## src/rtl/seg7_pkg.sv

```systemverilog
// rtl/seg7_pkg.sv - glyph table, reader FSM states and pattern-to-nibble helper
package seg7_pkg;

  typedef enum logic [1:0] {IDLE, COLLECT, HOLD} state_t;

  // Entry i is the segment pattern E[6:0] that displays hex digit i.
  localparam logic [15:0][6:0] GLYPHS = {
    7'b0011011, 7'b1011011, 7'b1111100, 7'b1010011,
    7'b1111010, 7'b0111111, 7'b1101111, 7'b1111111,
    7'b0100101, 7'b1111011, 7'b1101011, 7'b0101110,
    7'b1101101, 7'b1011101, 7'b0100100, 7'b1110111
  };

  function automatic logic [4:0] seg7_to_hex(input logic [6:0] seg);
    logic [4:0] r;
    r = 5'b1_0000;
    for (int i = 0; i < 16; i++) begin
      if (seg == GLYPHS[i]) r = {1'b0, 4'(i)};
    end
    return r;
  endfunction

endpackage

```

## src/rtl/seg7_glyph_lookup.sv

```systemverilog
// rtl/seg7_glyph_lookup.sv - combinational segment pattern to {illegal, nibble} map
module seg7_glyph_lookup
  import seg7_pkg::*;
(
  input  logic [6:0] seg_in,
  output logic       illegal,
  output logic [3:0] nibble
);

  always_comb begin
    {illegal, nibble} = seg7_to_hex(seg_in);
  end

endmodule

```

## src/rtl/seg7_reader.sv

```systemverilog
// rtl/seg7_reader.sv - assembles strobed seven-segment digits into a word with valid/ready output
module seg7_reader
  import seg7_pkg::*;
#(
  parameter int DIGITS = 4
) (
  input  logic                clk,
  input  logic                rst,
  input  logic [6:0]          seg_in,
  input  logic                seg_strobe,
  input  logic                frame_start,
  output logic [4*DIGITS-1:0] out_value,
  output logic                out_err,
  output logic                out_valid,
  input  logic                out_ready,
  output logic                overrun
);

  localparam int CW = $clog2(DIGITS) + 1;
  localparam int W  = 4 * DIGITS;

  state_t          state_q, state_d;
  logic [CW-1:0]   count_q, count_d;
  logic [W-1:0]    value_q, value_d;
  logic            err_q, err_d;
  logic            overrun_q, overrun_d;
  logic [3:0]      nib;
  logic            illegal;
  logic            start;
  logic            store;

  seg7_glyph_lookup u_lookup (
    .seg_in  (seg_in),
    .illegal (illegal),
    .nibble  (nib)
  );

  always_comb begin
    state_d   = state_q;
    count_d   = count_q;
    value_d   = value_q;
    err_d     = err_q;
    overrun_d = 1'b0;
    start     = 1'b0;
    store     = 1'b0;

    case (state_q)
      IDLE: start = seg_strobe & frame_start;
      COLLECT: begin
        start = seg_strobe & frame_start;
        store = seg_strobe & ~frame_start;
      end
      HOLD: begin
        if (out_ready) begin
          state_d   = IDLE;
          start     = seg_strobe & frame_start;
          overrun_d = seg_strobe & ~frame_start;
        end else begin
          overrun_d = seg_strobe;
        end
      end
      default: state_d = IDLE;
    endcase

    // Digits shift in from the bottom so the first one ends up most significant.
    if (start) begin
      value_d = W'(nib);
      err_d   = illegal;
      count_d = CW'(1);
      state_d = (DIGITS == 1) ? HOLD : COLLECT;
    end else if (store) begin
      value_d = (value_q << 4) | W'(nib);
      err_d   = err_q | illegal;
      count_d = count_q + 1'b1;
      if (count_d == CW'(DIGITS)) state_d = HOLD;
    end
  end

  always_ff @(posedge clk) begin
    if (rst) begin
      state_q   <= IDLE;
      count_q   <= '0;
      value_q   <= '0;
      err_q     <= 1'b0;
      overrun_q <= 1'b0;
    end else begin
      state_q   <= state_d;
      count_q   <= count_d;
      value_q   <= value_d;
      err_q     <= err_d;
      overrun_q <= overrun_d;
    end
  end

  assign out_value = value_q;
  assign out_err   = err_q;
  assign out_valid = (state_q == HOLD);
  assign overrun   = overrun_q;

endmodule

```

## config.mk

```make
export PLATFORM = sky130hd
export DESIGN_NAME = seg7_reader
export DESIGN_NICKNAME = d
export VERILOG_FILES = /design/src/rtl/seg7_pkg.sv /design/src/rtl/seg7_glyph_lookup.sv /design/src/rtl/seg7_reader.sv
export SDC_FILE = /design/constraint.sdc
export NUM_CORES = 1
export LEC_CHECK = 0
export CAP_MARGIN = 10
export CORE_MARGIN = 1.5
export CORE_UTILIZATION = 48
export CTS_BUF_LIST = sky130_fd_sc_hd__clkbuf_8 sky130_fd_sc_hd__clkbuf_16
export CTS_CLUSTER_DIAMETER = 60
export CTS_CLUSTER_SIZE = 8
export DETAILED_ROUTE_END_ITERATION = 10
export PLACE_DENSITY_LB_ADDON = 0.3
export REMOVE_ABC_BUFFERS = 1
export SYNTH_ARGS = -nofsm -noshare
export SYNTH_HDL_FRONTEND = slang
export SYNTH_SLANG_ARGS = --single-unit
```

## constraint.sdc

```tcl
create_clock -name clk -period 2.1 [get_ports clk]
set_input_delay 0.21 -clock clk [delete_from_list [all_inputs] [get_ports clk]]
set_output_delay 0.21 -clock clk [all_outputs]
set_load 0.03 [all_outputs]
```

# --- Word level (Yosys, flattened, before mapping) ---
# Index checks and enable logic that the tools add are counted.
# Widths: inputs -> output; s select.
word_totals:
  ff_bits: 23
  input_bits: 12
  output_inout_bits: 19
classes:
  addsub: 1
  n_eq_ne: 19
  mux: 31
  bitwise_logic: 6
  n_reduce_logical: 5
op_table:
  columns: ["op", "n"]
  rows:
  - ["$mux 5", 16]
  - ["$eq 7x7->1 const B", 11]
  - ["$eq 7x6->1 const B", 4]
  - ["$or 16x4->16", 1]
  - ["$mux 1", 8]
  - ["$mux 4", 2]
  - ["$eq 7x5->1 const B", 1]
  - ["$mux 2", 3]
  - ["$reduce_or 2->1", 3]
  - ["$pmux 2 s2", 1]
  - ["$add 3x1->3 const B", 1]
  - ["$eq 3x3->1 const B", 1]
  - ["$and 1x1->1", 2]
  - ["$eq 2x1->1 const B", 1]
  - ["$eq 2x2->1 const B", 1]
  - ["$logic_not 2->1", 1]
  - ["$not 1->1", 2]
  - ["$pmux 1 s2", 1]
  - ["$reduce_bool 2->1", 1]
  - ["$or 1x1->1", 1]

# --- Logic depth before layout (Yosys ltp) ---
# Gate-level depths: netlist of run 1.
depth:
  word_depth: 20
  mapped_depth: 6
  depth_no_buf: 5

# --- By module ---
# A second synthesis of run 1 with hierarchy kept.
hier_totals:
  hier_cells: 147
  area_unflattened_um2: 1336.3
by_module_without_submodules:
  columns: ["module", "n_inst", "cells_each", "area_each_um2", "seq_area_each_um2"]
  rows:
  - ["seg7_reader", 1, 95, 970.9, 460.4]
  - ["seg7_glyph_lookup", 1, 52, 365.4, 0.0]

# --- Worst setup path before layout of run 1 ---
# No wires, ideal clock.
synth_timing:
  kind: "input-to-reg"
  from: "in seg_in[1]"
  to: "reg err_q, in the netlist out_err"
  setup_ns: 0.117
  arrival_ns: 1.564
  setup_slack_ns: 0.418
  stages: 5
  path_cell_list: "buf_6 or4b_4 or3_1 and4_4 a32o_1"
synth_via:
  elab_chain_len: 20
  word_cells_on_any_way: 35
  classes_between: "eq/ne: 16; mux: 18; bitwise: 1"
synth_rtl:
  columns: ["element", "line", "text"]
  rows:
  - ["start, declared", "seg7_reader.sv:9", "input logic [6:0] seg_in,"]
  - ["$eq 7x7->1", "seg7_pkg.sv:18", "if (seg == GLYPHS[i]) r = {1'b0, 4'(i)};"]
  - ["$mux 5 (15 in series)", "seg7_pkg.sv:18", null]
  - ["$mux 5 (*)", "seg7_pkg.sv:18", null]
  - ["$or 1x1->1", "seg7_reader.sv:73", "err_d = err_q | illegal;"]
  - ["$mux 1", "seg7_reader.sv:71", "end else if (store) begin"]
  - ["$mux 1 (*)", "seg7_reader.sv:66", "if (start) begin"]
  - ["end signal, assigned", "seg7_reader.sv:90", "err_q <= err_d;"]
  - ["end, declared", "seg7_reader.sv:25", "logic err_q, err_d;"]
# Mark *: on every way between the ends. The rest lies on a longest branch, timed or not. The select of a mux whose other input is x is not followed.
# A chain may end at the register's enable or synchronous reset.

# --- Worst setup path in the final report of run 1 ---
layout_timing:
  from: "in seg_in[6]"
  to: "reg err_q, in the netlist out_err"
# Same word-level chain as after synthesis.

==> summary.md, run 1 <==
| Metric | Value |
|---|---|
| Outcome | `finished, final reports clean` |
| # diodes | `0` |
| IO Port Bufs | `30` |
| Hold Crit Depth | `2` |
| FF+latch count, synth | `23` |
| Num ports | `31` |
| Root Driver | `clkbuf_8` |
| DIE WIDTH | `53.4 um` |
| Fin Setup TNS | `0 ps` |
| Cells after Synth | `155` |
| Gr usage total | `23.1%` |
| Worst path arrival time | `1980 ps` |
| Synth area leader | `dfxtp_1` |
| Total power | `899 uW` |
| Max frequency | `551 MHz` |
| Hold/Removal Path Class | `reg -> reg` |
| Asr flop ratio synth | `0%` |
| Post-CTS sizing | `0` |
| Warnings from Yosys | `0` |
| Placed Cells | `218` |
| Cts-stage hold buffer count | `0` |
| Slew HR | `71.9%` |
| Post-synthesis sequential area ratio | `37.7%` |
| Maximum buffer depth of the clock tree | `2` |
| Post-Layout Cell Count | `222` |
| Vias in the first global route | `1124` |
| Avg Inst Size Synth | `7.87 sq um` |
| Setup CP Type | `in -> reg` |
| Final wirelength | `3.08 mm` |
| CTS tree | `yes` |
| DR iter-0 viols | `31` |
| Post-synth EDFFs | `0` |
| Post-CTS Setup Bufs | `0` |
| Area grow syn2layout | `36.4%` |
| Slowest stage delay, CP | `550 ps` |
| TritonCTS Buffers | `3` |
| Reg2reg path depth | `3` |
| CTS clk-pin slew, worst paths | `90 ps` |
| Hold Violations, Final | `0` |
| Die height | `53.4 um` |
| Utilization after layout | `68.4%` |
| Startpoint type of the worst setup path | `primary input` |
| Area after DPL | `1620 sq um` |
| Top-count cell post-synth | `nand2_1` |
| CP endpoint kind | `flop` |
| Finish-stage setup viols | `0` |
| Core area | `2430 sq um` |
| Worst VDD drop | `0.411 mV` |
| Worst-Margin Slew | `420 ps` |
| Primary FF master, synth | `dfxtp_1` |
| Via count | `1268` |
| Most common library cells after synthesis | `34 x nand2_1, 23 x dfxtp_1, 16 x a21oi_1` |
| Top cells by area, synth | `dfxtp_1 38%, nand2_1 10%, a21oi_1 6.6%` |
| Period utilisation layout | `86.4%` |
| Pleak | `0.601 nW` |
| Filler cell count | `208` |
| Die Area | `2850 sq um` |
| Power Density | `540 nW/um^2` |
| Drt drc | `0` |
| Slowest-stage cell, CP | `or4b_4` |
| Drt pass-1 iters | `4` |
| Initial antenna violation count | `0` |
| First-pass GRT wire length | `4.77 mm` |
| WHS | `462 ps` |
| Vias per cell | `5.71` |
| Layout cell share with drive strength beyond 1 | `13.5%` |
| Total Nets Final | `207` |
| Routed len/inst | `13.9 um` |
| Fin. max-slew vios | `0` |
| # rows | `18` |
| Routed Antenna Nets | `0` |
| Library cells used by synthesis | `44` |
| Crit-path max FO | `4` |
| RSZ-0062 raised after global routing | `no` |
| GRT Residual Overflow | `0` |
| Fin worst setup slack | `286 ps` |
| Crit-path cells | `clkdlybuf4s50_1, or4b_4, or3_1, and4_4, a32o_1` |
| Place WS | `-5.06 ps` |
| H-tree levels | `1` |
| Setup Skew | `5.25 ps` |
| Skew-Pair Late Insertion Delay | `270 ps` |
| Final std cell area, no fill | `1660 sq um` |
| Max Cap Violations | `0` |
| Initial core utilization | `50.2%` |
| Yosys top cell area share | `37.7%` |
| Req. time, crit path | `2270 ps` |
| Largest net degree at the start of global routing | `16` |
| Post-Syn Area | `1220 sq um` |
| Fin crit period | `1810 ps` |
| Sink Count | `23` |
| DPL Wire Length | `2.25 mm` |
| Final Wtd Congestion | `0.873` |
[report_power, final]
part	internal (mW)	total, mW	switching, mW
clock	0.133	0.280	0.148
combinational	0.0776	0.163	0.0854
sequential	0.447	0.456	0.00910
total	0.657	0.899	0.242
[final timing paths]
| check | endpoint | slack [ps] | from |
|---|---|---|---|
| hold reg to reg | out_value[14]$_SDFFE_PP0P_ | 460 | out_value[14]$_SDFFE_PP0P_ |
| setup / recovery | out_err$_SDFFE_PP0P_ | 290 | seg_in[6] |
| setup reg to reg | count_q[0]$_SDFFE_PP0P_ | 440 | state_q[1]$_SDFF_PP0_ |
| hold / removal | out_value[14]$_SDFFE_PP0P_ | 460 | out_value[14]$_SDFFE_PP0P_ |
[cell usage in the layout (no fill, tap or decap), drive strengths merged, types with 3 or more instances in the layout]
cell type / Yosys / final
a21oi: 16 / 16
a31oi: 3 / 3
buf: 3 / 14
clkbuf: 8 / 3
clkdlybuf4s50: 0 / 30
dfxtp: 23 / 23
inv: 3 / 3
nand2: 34 / 34
nand2b: 5 / 5
nand3: 3 / 3
nand3b: 3 / 3
nor2: 9 / 9
nor3: 5 / 5
or3b: 3 / 3
[critical path: cells and delay by family]
| kind | cells | cell delay, ps |
|---|---|---|
| buffers and inverters | 1 | 450 |
| and+or+nand+nor | 3 | 1080 |
| AOI/OAI and AO/OA | 1 | 240 |
[layout make-up]
class                           instances  area (sq um)  area share, %
Multi-Input combinational cell        118           703           42.3
Sequential cell                        23           460           27.7
Timing Repair Buffer                   44           405           24.4
Clock buffer                            3          41.3           2.48
Tap cell                               30          37.5           2.26
Inverter                                3          11.3          0.677
Clock inverter                          1          5.00          0.301
[flip-flops by register name, indices dropped and copies added, names as in the netlist]
| register | flops |
|---|---|
| overrun | 1 |
| count_q | 3 |
| out_err | 1 |
| out_value | 16 |
| state_q | 2 |
[logic make-up (layout without fill, tap and decap cells)]
logic type	count (synthesis)	after routing	share of synthesized area, %
adders and majority gates	2	2	2.05
DFF	23	23	37.7
buffers and inverters	14	51	5.13
xor gates and xnor gates	3	3	2.15
and+or+nand+nor	76	76	32.7
AOI/OAI and AO/OA	36	36	19.4
muxes	1	1	0.821
[per-layer routing]
metal,track usage (%),vias up,part of all wire (%)
met5,0,-,0
met4,11.5,0,2.2
met3,3.39,6,4.2
met2,42.2,37,49
met1,25.6,594,44
li1,-,631,-
Power figures use the tool's default switching activity.
==> inputs of run 2 (changes only) <==
- CORE_UTILIZATION: 48 -> 49
- GPL_ROUTABILITY_DRIVEN: default -> 0
- MAX_ROUTING_LAYER: default -> met4
- SYNTH_HIERARCHICAL: default -> 1
==> summary.md, run 2 <==
| Metric | Value |
|---|---|
| Top cells by area, synth | `dfxtp_1 34%, mux2i_1 13%, nor3_1 6.0%` |
| Num ports | `31` |
| Avg Inst Size Synth | `9.09 sq um` |
| Total Nets Final | `199` |
| Worst-Margin Slew | `443 ps` |
| Post-synthesis sequential area ratio | `34.5%` |
| Synth area leader | `dfxtp_1` |
| First-pass GRT wire length | `5.45 mm` |
| Layout cell share with drive strength beyond 1 | `14.7%` |
| Routed Antenna Nets | `0` |
| Outcome | `finished, final reports clean` |
| Fin Setup TNS | `0 ps` |
| Die Area | `3050 sq um` |
| Initial antenna violation count | `0` |
| Die height | `55.2 um` |
| Via count | `1241` |
| CTS clk-pin slew, worst paths | `80 ps` |
| Area grow syn2layout | `31.5%` |
| Post-CTS sizing | `0` |
| Gr usage total | `22.2%` |
| RSZ-0062 raised after global routing | `no` |
| Area after DPL | `1710 sq um` |
| Sink Count | `23` |
| DPL Wire Length | `2.39 mm` |
| Cts-stage hold buffer count | `0` |
| Maximum buffer depth of the clock tree | `2` |
| Crit-path max FO | `7` |
| Library cells used by synthesis | `49` |
| Fin crit period | `1870 ps` |
| Initial core utilization | `53.0%` |
| Total power | `866 uW` |
| Vias in the first global route | `1169` |
| Register area | `460 sq um` |
| Final wirelength | `3.19 mm` |
| Setup Skew | `4.25 ps` |
| Hold Violations, Final | `0` |
| Asr flop ratio synth | `0%` |
| Drt drc | `0` |
| Largest net degree at the start of global routing | `16` |
| Drt pass-1 iters | `4` |
| Max Cap Violations | `0` |
| Core area | `2520 sq um` |
| Post-Layout Cell Count | `214` |
| H-tree levels | `1` |
| Skew-Pair Late Insertion Delay | `260 ps` |
| Placed Cells | `210` |
| Power Density | `493 nW/um^2` |
| Post-Syn Area | `1340 sq um` |
| Slowest stage delay, CP | `700 ps` |
| Max frequency | `533 MHz` |
| Slew HR | `70.4%` |
| Post-synth EDFFs | `0` |
| Worst path arrival time | `1660 ps` |
| Slowest-stage cell, CP | `clkdlybuf4s50_1` |
| Worst Path Buf+Inv | `1` |
| Root Driver | `clkbuf_8` |
| Place WS | `-4.80 ps` |
| # diodes | `0` |
| GRT Residual Overflow | `0` |
| Setup CP Type | `reg -> out` |
| DR iter-0 viols | `50` |
| Routed len/inst | `14.9 um` |
| Filler cell count | `212` |
| Cells after Synth | `147` |
| IO Port Bufs | `30` |
| Top-count cell post-synth | `dfxtp_1` |
| Yosys top cell area share | `34.5%` |
| Post-CTS Setup Bufs | `0` |
| Pleak | `0.663 nW` |
| Req. time, crit path | `1890 ps` |
| Max reg flops | `16` |
| FF+latch count, synth | `23` |
| CTS tree | `yes` |
| CP endpoint kind | `output port` |
| # rows | `18` |
| Hold/Removal Path Class | `reg -> reg` |
| Vias per cell | `5.80` |
| Fin. max-slew vios | `0` |
| Area occupied by multi-input gates | `782 sq um` |
| Most frequent cells in the layout | `30 x clkdlybuf4s50_1, 23 x dfxtp_1, 17 x mux2i_1` |
| Finish-stage setup viols | `0` |
| Most common library cells after synthesis | `23 x dfxtp_1, 17 x mux2i_1, 16 x nor3_1` |
| TritonCTS Buffers | `3` |
| Startpoint type of the worst setup path | `flop` |
| Worst VDD drop | `0.484 mV` |
| Warnings from Yosys | `6` |
| Fin worst setup slack | `225 ps` |
| DIE WIDTH | `55.2 um` |
| Primary FF master, synth | `dfxtp_1` |
| Crit path max-delay family | `buffers and inverters` |
| Final std cell area, no fill | `1760 sq um` |
| Crit-path cells | `nor2b_1, clkdlybuf4s50_1` |
| Most common cell after layout, fill and taps aside | `clkdlybuf4s50_1` |
| Period utilisation layout | `89.3%` |
-- run 2: cell types whose count changed after synthesis, sizes merged, moves of 3 or more --
cell / previous run / this run
nand2: 34 / 13
mux2i: 1 / 17
nor3: 5 / 16
a21oi: 16 / 6
buf: 3 / 11
clkbuf: 8 / 1
nor2: 9 / 4
o21ai: 2 / 6
nand4bb: 0 / 3
-- run 2: final timing paths --
check	start	slack, ps	depth (start not counted)	to
max	state_q[1]$_SDFF_PP0_	230	2	out_valid
max reg2reg	state_q[0]$_SDFF_PP0_	810	4	out_value[5]$_SDFFE_PP0P_
min	out_value[1]$_SDFFE_PP0P_	490	2	out_value[1]$_SDFFE_PP0P_
min reg2reg	out_value[1]$_SDFFE_PP0P_	490	2	out_value[1]$_SDFFE_PP0P_
-- run 2: stage by stage --
stage / utilization (%) / hold slack [ps]
2_1_floorplan: - / 279
3_3_place_gp: 67.9 / 469
3_5_place_dp: 67.9 / 470
4_1_cts: 69.6 / 493
5_1_grt: 69.6 / 516
6_report: 69.6 / 490
-- run 2: worst reg2reg max path, stage by stage, from the launching register on --
cell	delay, ps
dfxtp_1	430
and4bb_1	230
buf_4	220
mux2i_1	230
nor3_1	60
-- run 2: kinds of logic (layout without fill, tap and decap cells) --
| logic type | after synthesis | count (layout) | synth area share, % |
|---|---|---|---|
| AOI/OAI and AO/OA | 27 | 27 | 15.5 |
| DFF | 23 | 23 | 34.5 |
| muxes | 17 | 17 | 12.7 |
| buffers and inverters | 17 | 54 | 7.02 |
| and+or+nand+nor | 58 | 58 | 26.4 |
| xor gates and xnor gates | 3 | 3 | 1.97 |
| adders and majority gates | 2 | 2 | 1.87 |
-- run 2: power by group --
part | internal, mW | leakage (nW) | total [mW] | switching, mW
sequential | 0.442 | 0.186 | 0.448 | 0.00607
combinational | 0.0726 | 0.450 | 0.152 | 0.0795
clock | 0.131 | 0.0269 | 0.266 | 0.136
total | 0.645 | 0.663 | 0.866 | 0.221
-- run 2: layer usage --
layer | vias up | track usage, % | part of all wire [%]
li1 | 615 | - | -
met1 | 584 | 27.5 | 45
met2 | 38 | 37.4 | 50
met3 | 4 | 5.62 | 4.7
met4 | 0 | 3.14 | 0.53
met5 | - | - | 0
-- run 2: area by class of cell --
type | instances | share of cell area (%)
clock inverter | 1 | 0.214
inverter | 5 | 1.07
sequential | 23 | 26.2
multi-input combinational | 107 | 44.5
clock buffer | 3 | 2.35
timing repair buffer | 45 | 23.5
tap | 30 | 2.14
